$ cat config.mk
export PLATFORM = sky130hd
export DESIGN_NAME = vga_timing_gen
export DESIGN_NICKNAME = d
export VERILOG_FILES = /design/src/rtl/vga_timing_gen.sv
export SDC_FILE = /design/constraint.sdc
export NUM_CORES = 1
export LEC_CHECK = 0
export BUFFER_PORTS_ARGS = -buffer_cell sky130_fd_sc_hd__buf_2
export CORE_MARGIN = 5
export CORE_UTILIZATION = 53
export CTS_CLUSTER_SIZE = 28
export DETAILED_ROUTE_END_ITERATION = 8
export PLACE_DENSITY = 0.87
export SETUP_SLACK_MARGIN = 0.3
export SLEW_MARGIN = 20
export SYNTH_ARGS = -nofsm -noshare
export SYNTH_HDL_FRONTEND = slang
export SYNTH_SLANG_ARGS = --single-unit
$ cat constraint.sdc
create_clock -name Clk -period 2.43 [get_ports Clk]
set_input_delay 0.243 -clock Clk [delete_from_list [all_inputs] [get_ports Clk]]
set_output_delay 0.243 -clock Clk [all_outputs]
set_load 0.005 [all_outputs]
$ cat src/rtl/vga_timing_gen.sv
// ============================================================================
// Module   : vga_timing_gen
// Purpose  : VGA raster timing generator. Divides Clk by two into a pixel
//            strobe, scans horizontal/vertical counters across the full
//            line/frame, and decodes sync, blanking and frame markers.
// Revision : 1.0 - initial release
// ============================================================================
`default_nettype none

module vga_timing_gen #(
  parameter int H_VISIBLE = 640,
  parameter int H_FRONT   = 16,
  parameter int H_SYNC    = 96,
  parameter int H_BACK    = 48,
  parameter int V_VISIBLE = 480,
  parameter int V_FRONT   = 10,
  parameter int V_SYNC    = 2,
  parameter int V_BACK    = 33
) (
  input  logic       Clk,
  input  logic       Reset,
  input  logic       Enable,
  output logic       VGA_CLK,
  output logic       VGA_HS,
  output logic       VGA_VS,
  output logic       VGA_BLANK_N,
  output logic       VGA_SYNC_N,
  output logic [9:0] DrawX,
  output logic [9:0] DrawY,
  output logic       Frame_start,
  output logic [7:0] Frame_count
);

  localparam int c_H_TOTAL = H_VISIBLE + H_FRONT + H_SYNC + H_BACK;
  localparam int c_V_TOTAL = V_VISIBLE + V_FRONT + V_SYNC + V_BACK;

  localparam logic [9:0] c_H_LAST     = 10'(c_H_TOTAL - 1);
  localparam logic [9:0] c_V_LAST     = 10'(c_V_TOTAL - 1);
  localparam logic [9:0] c_H_VIS      = 10'(H_VISIBLE);
  localparam logic [9:0] c_V_VIS      = 10'(V_VISIBLE);
  localparam logic [9:0] c_HS_START   = 10'(H_VISIBLE + H_FRONT);
  localparam logic [9:0] c_HS_END     = 10'(H_VISIBLE + H_FRONT + H_SYNC - 1);
  localparam logic [9:0] c_VS_START   = 10'(V_VISIBLE + V_FRONT);
  localparam logic [9:0] c_VS_END     = 10'(V_VISIBLE + V_FRONT + V_SYNC - 1);

  logic       pix_tick_q,    pix_tick_d;
  logic [9:0] h_cnt_q,       h_cnt_d;
  logic [9:0] v_cnt_q,       v_cnt_d;
  logic       frame_start_q, frame_start_d;
  logic [7:0] frame_count_q, frame_count_d;

  logic w_adv;
  logic w_h_wrap;
  logic w_v_wrap;

  // Pixel advance happens on the second Clk of each pixel period; the
  // ">=" compares let any out-of-range value fall back to zero.
  assign w_adv    = Enable & pix_tick_q;
  assign w_h_wrap = (h_cnt_q >= c_H_LAST);
  assign w_v_wrap = (v_cnt_q >= c_V_LAST);

  // Next-state logic for the pixel strobe, raster counters and frame markers.
  always_comb begin
    pix_tick_d    = pix_tick_q;
    h_cnt_d       = h_cnt_q;
    v_cnt_d       = v_cnt_q;
    frame_start_d = 1'b0;
    frame_count_d = frame_count_q;

    if (Enable) begin
      pix_tick_d = ~pix_tick_q;
    end

    if (w_adv) begin
      if (w_h_wrap) begin
        h_cnt_d = 10'd0;
        if (w_v_wrap) begin
          v_cnt_d       = 10'd0;
          frame_start_d = 1'b1;
          frame_count_d = frame_count_q + 8'd1;
        end else begin
          v_cnt_d = v_cnt_q + 10'd1;
        end
      end else begin
        h_cnt_d = h_cnt_q + 10'd1;
      end
    end
  end

  // State registers with asynchronous active-low clear.
  always_ff @(posedge Clk or negedge Reset) begin
    if (!Reset) begin
      pix_tick_q    <= 1'b0;
      h_cnt_q       <= 10'd0;
      v_cnt_q       <= 10'd0;
      frame_start_q <= 1'b0;
      frame_count_q <= 8'd0;
    end else begin
      pix_tick_q    <= pix_tick_d;
      h_cnt_q       <= h_cnt_d;
      v_cnt_q       <= v_cnt_d;
      frame_start_q <= frame_start_d;
      frame_count_q <= frame_count_d;
    end
  end

  // Sync and blanking decode purely from counter registers, so they only
  // move on Clk edges and never glitch from Enable.
  assign VGA_HS      = ~((h_cnt_q >= c_HS_START) && (h_cnt_q <= c_HS_END));
  assign VGA_VS      = ~((v_cnt_q >= c_VS_START) && (v_cnt_q <= c_VS_END));
  assign VGA_BLANK_N = (h_cnt_q < c_H_VIS) && (v_cnt_q < c_V_VIS);
  assign VGA_SYNC_N  = 1'b0;

  assign VGA_CLK     = pix_tick_q;
  assign DrawX       = h_cnt_q;
  assign DrawY       = v_cnt_q;
  assign Frame_start = frame_start_q;
  assign Frame_count = frame_count_q;

endmodule

`default_nettype wire

**Word-level counts from Yosys, hierarchy flattened**

Index checks and enable logic that the tools add are counted.

- Output and inout port bits: 34
- Bits of input ports: 3
- Flip-flop bits (word level): 30
- Word-level logic and storage cells: 30

- Bitwise gates (word level): 4
- Magnitude comparators: 8
- Mux-type cells: 5
- Reductions and logical operators: 5
- $add $sub $neg: 3

Operators with widths:

| cell | number |
|---|---|
| >= comparator 10 bit (second input constant) | 3 |
| adder 10 x 1 -> 10 bit (second input constant) | 2 |
| 2-to-1 mux 10 bit | 2 |
| >= comparator 10 x 9 -> 1 bit (second input constant) | 1 |
| <= comparator 10 bit (second input constant) | 1 |
| <= comparator 10 x 9 -> 1 bit (second input constant) | 1 |
| < comparator 10 bit (second input constant) | 1 |
| < comparator 10 x 9 -> 1 bit (second input constant) | 1 |
| adder 8 x 1 -> 8 bit (second input constant) | 1 |
| logical AND 1 bit | 3 |
| 2-to-1 mux 1 bit | 3 |
| inverter 1 bit | 3 |
| AND reduction 3 bit | 1 |
| AND reduction 2 bit | 1 |
| bitwise AND 1 bit | 1 |

**Longest topological paths before layout**

- Depth after elaboration: 4
- Mapped depth: 6
- Mapped depth without buffers: 5

**Worst setup path before layout**

No wires, ideal clock.

- Kind: reg2reg
- From: reg h_cnt_q[0] (netlist: DrawX[0])
- To: reg frame_count_q[1] (netlist: Frame_count[1])
- Stages on the path, launching flop included: 6
- Path buffers: 0
- Data arrival time: 1659 ps
- Period minus slack after synthesis: 1787 ps
- Slack: 643 ps
- Library setup time: 128 ps
- Data required time: 2302 ps
- Cells stage by stage: dfrtp_1 > ha_1 > nand4_2 > a211o_1 > nor3_2 > mux2_1

- Word-level cells in the longest chain between the ends: 2

RTL lines:

| item | line | source |
|---|---|---|
| start: declaration | 47 | `logic [9:0] h_cnt_q, h_cnt_d;` |
| start signal: assignment | 100 | `h_cnt_q <= h_cnt_d;` |
| >= comparator 10 bit | 59 | `assign w_h_wrap = (h_cnt_q >= c_H_LAST);` |
| AND reduction 3 bit (no line) | n/a |  |
| end signal: assignment | 103 | `frame_count_q <= frame_count_d;` |
| end: declaration | 50 | `logic [7:0] frame_count_q, frame_count_d;` |

No other way between the ends.
A chain may end at the register's enable or synchronous reset.

**Final worst setup path**

Same ends and word-level chain as after synthesis.

==> flow_results.org <==
** Run status
- Run status :: completed

** Critical path
- R2R Path Start :: DrawX[0]
- Slowest cell on the critical path :: sky130_fd_sc_hd__dfrtp_1
- In this run the worst setup path begins at DrawX[0].
- The critical path in this run is classified as reg -> reg.
- Along the worst path, the maximum fanout reaches 11.
- Required time of the critical path :: 2.65 ns
- Data on the critical path arrives at its endpoint at 2.19 ns.
- On the worst path, the slowest cell contributes a delay of 0.45 ns.
- Register-to-Register Path Depth :: 5
- Cell Chain, Critical Path :: ha_1, nand4_2, a211o_2, nor3_4, mux2_1
- The worst setup path is captured at a flip-flop.
- STA classifies the critical path startpoint as a flip-flop.
- In this run the worst setup path terminates at Frame_count[1].
- Reg-to-reg slack, setup :: 0.46 ns
- The worst register-to-register path ends at Frame_count[1].

** Logic synthesis
- In this run the cell area of the synthesized design comes to 0.00160 mm2.
- The number of different library cells used by synthesis comes to 38.
- For this run, the register share of the synthesized area comes to 46.8%.
- The number of nets in the synthesized netlist is 173.
- Gate Count Post-Synth :: 165
- Cells taking the most area after synthesis :: sky130_fd_sc_hd__dfrtp_1, sky130_fd_sc_hd__xor2_1, sky130_fd_sc_hd__nand2_1
- A synthesized cell averages 9.71 um2.
- Share of Yosys cell area claimed by the top area cell type :: 46.8%
- Counting flops and latches in the post-synthesis netlist gives 30.
- Count of yosys warnings during synthesis :: 0
- Cell type contributing the most total cell area after synthesis :: sky130_fd_sc_hd__dfrtp_1

** Flow run
- Maximum capacitance violations :: 0

** Floorplan
- Row generation in the floorplan step produced 20 rows.
- The die is 65.0 um wide.
- Boundary Pins :: 37
- For this configuration, the core starts out at a cell density of 53.8%.
- The floorplan step defined a die boundary enclosing 0.00422 mm2.
- Die height :: 65.0 um
- After floorplanning, the core was sized to cover 0.00298 mm2.

** STA
- Headroom to the max-slew limit came out at 56.3%.
- Unrepaired setup endpoints after global routing :: false
- Crit path time final :: 1.97 ns
- Setup violation total in the final timing report :: 0
- Final sum of negative setup slack :: 0 ns
- After layout, the worst setup slack is 0.457 ns.
- The total count of max-transition violations in the final report is 0.
- Clock skew :: 0.00786 ns
- The hold violation total from the final report was 0.
- For the pin with the worst max-slew slack, the measured transition is 0.655 ns.
- Crit share post-route :: 81.2%
- Based on the critical path, the design can be clocked at up to 0.507 GHz.

** GRT
- The number of antenna violations at the first check in global routing was 0.
- Pin count of the biggest net entering global routing :: 31
- Residual overflow from global routing :: 0
- The via count of the first global-routing pass is 1,359.
- Across every metal layer, demand over resource in global routing totals 19.0%.
- First-pass GRT wire length :: 6.20 mm

** Clocking
- TritonCTS created 5 clock buffers.
- CTS built an H-tree with a depth of 2.
- CTS saw 30 sinks.
- Clock-pin slew was measured on the worst setup and hold paths at 0.09 ns.
- Maximum buffer depth of the clock tree :: 2
- Buffers added to address setup during post-CTS repair amount to 0.
- CTS placed an instance of sky130_fd_sc_hd__clkbuf_4 at the clock tree root.
- TritonCTS built the clock tree.
- The clock reaches the later pin of the worst-skew pair after 0.34 ns.

** Placement
- DP Worst Slack :: 0.390 ns
- Detailed placement ended at an HPWL of 2.54 mm.
- Cell count after placement :: 230
- Routability-driven placement finished with a final weighted congestion of 0.789.
- Number of input and output port buffers inserted :: 35

** Finish
- The repair_antennas step left the layout with diodes totalling 0.
- The area growth from synthesis to layout is 17.3%.
- Most common cell after layout, fill and taps aside :: sky130_fd_sc_hd__buf_2
- The final layout contains 213 nets.
- Summing all flip-flop and latch instances after layout gives 751 um2.
- Multi-input gate area :: 810 um2
- Non-filler cells in the finished layout :: 239
- Commonest cells after routing, fill and taps aside :: sky130_fd_sc_hd__buf_2, sky130_fd_sc_hd__dfrtp_1, sky130_fd_sc_hd__nand2_1, sky130_fd_sc_hd__nor2_1, sky130_fd_sc_hd__nand3_1
- # fillers :: 271
- In the final layout, the share of cells above drive strength 1 is 24.8%.

** Route
- Violation count after the first detailed-routing iteration :: 60
- Post-route ant nets :: 0
- The final route contains 1,410 vias.
- After detailed routing, the average wire length per cell comes to 14.9 um.
- Via/cell ratio :: 5.90
- The first detailed-routing pass took 4 iterations.
- Number of DRC violations after detailed routing :: 0
- Total detailed-routing wirelength :: 3.56 mm

** Pwr
- Power spread over the standard cell area amounts to 630 mW/mm2.
- Summed over all cells, the static leakage comes to 0.893 nW.
- VDD sags by at most 0.479 mV.

** Min path
- Type of the worst min-delay path :: in -> reg
## worst min path at each step
| stage | endpoint | cells after the start | startpoint | slack (ns) |
|---|---|---|---|---|
| after global routing | VGA_CLK | 2 | Enable | 0.13 |
| final | VGA_CLK | 2 | Enable | 0.13 |
| after CTS | VGA_CLK | 2 | Enable | 0.13 |
| after detailed placement | DrawX[1] | 1 | Reset | 0.32 |
| after global placement | VGA_CLK | 1 | Reset | 0.31 |
| after floorplan | DrawX[0] | 0 | Reset | -0.05 |
## critical path: cells and delay by family, from the launching register on
family | cells | cell delay (ns)
AND/OR/NAND/NOR | 2 | 0.41
adder cells (fa/ha/maj) | 1 | 0.21
flip-flops | 1 | 0.45
AO/OA/AOI/OAI | 1 | 0.44
multiplexers | 1 | 0.35
## routing by layer
layer / vias up / global-route usage (%) / share of wire [%]
li1: 680 / - / -
met1: 678 / 25.1 / 47
met2: 42 / 30.3 / 45
met3: 10 / 3.99 / 5.1
met4: 0 / 7.92 / 2.4
met5: - / 0 / 0
## synthesized netlist by cell type, drive strengths merged
| master | n |
|---|---|
| buf | 3 |
| nor2b | 1 |
| o21ai | 11 |
| clkbuf | 1 |
| nor4b | 1 |
| nor4 | 8 |
| nor4bb | 1 |
| a211oi | 1 |
| dfrtp | 30 |
| a22o | 6 |
| or3 | 1 |
| a2bb2oi | 2 |
| inv | 6 |
| nand4 | 7 |
| o41a | 1 |
| a21o | 1 |
| o31ai | 2 |
| a211o | 2 |
| xor2 | 8 |
| nor2 | 14 |
| conb | 1 |
| xnor2 | 5 |
| nor3 | 10 |
| nand3 | 11 |
| and3 | 1 |
| o41ai | 1 |
| ha | 5 |
| a21oi | 5 |
| mux2 | 1 |
| nand2 | 18 |
## timing repair
item,4_1_cts,5_1_grt
gates resized for setup,0,2
hold endpoints to repair,30,0
hold buffers,1,0
setup endpoints to repair,0,1
## through the flow
step / total power, mW / area, um2 / utilization (%) / hold WS (ns)
6_report: 1.19 / 1880 / 63.2 / 0.135
5_1_grt: 1.25 / 1880 / 63.2 / 0.130
4_1_cts: 1.20 / 1870 / 62.9 / 0.126
3_5_place_dp: 0.876 / 1800 / 60.4 / 0.316
3_3_place_gp: 0.860 / 1800 / 60.4 / 0.307
2_1_floorplan: 0.771 / 1600 / - / -0.0526
## state kept, by name (all words and copies together), names as in the netlist
name         count
VGA_CLK          1
Frame_start      1
DrawX           10
DrawY           10
Frame_count      8
## report_power, final
group	switching [mW]	internal [mW]
clock network	0.180	0.139
registers	0.0880	0.549
logic	0.134	0.0951
total	0.402	0.783
## layout make-up
type	instances	share of cell area, %
clock inverters	2	0.665
flip-flops and latches	30	39.9
repair buffers	37	10.2
well taps	33	2.20
inverters	6	1.20
clock buffers	6	2.73
multi-input cells	125	43.0
## kinds of logic after synthesis
logic type,synth area share [%]
flops,46.8
fa+ha+maj,3.90
simple gates,24.2
mux,0.703
xor+xnor,7.10
other cells,0.234
compound gates,13.9
buf+inv,3.12
No activity file was read; power rests on OpenSTA's default activity.
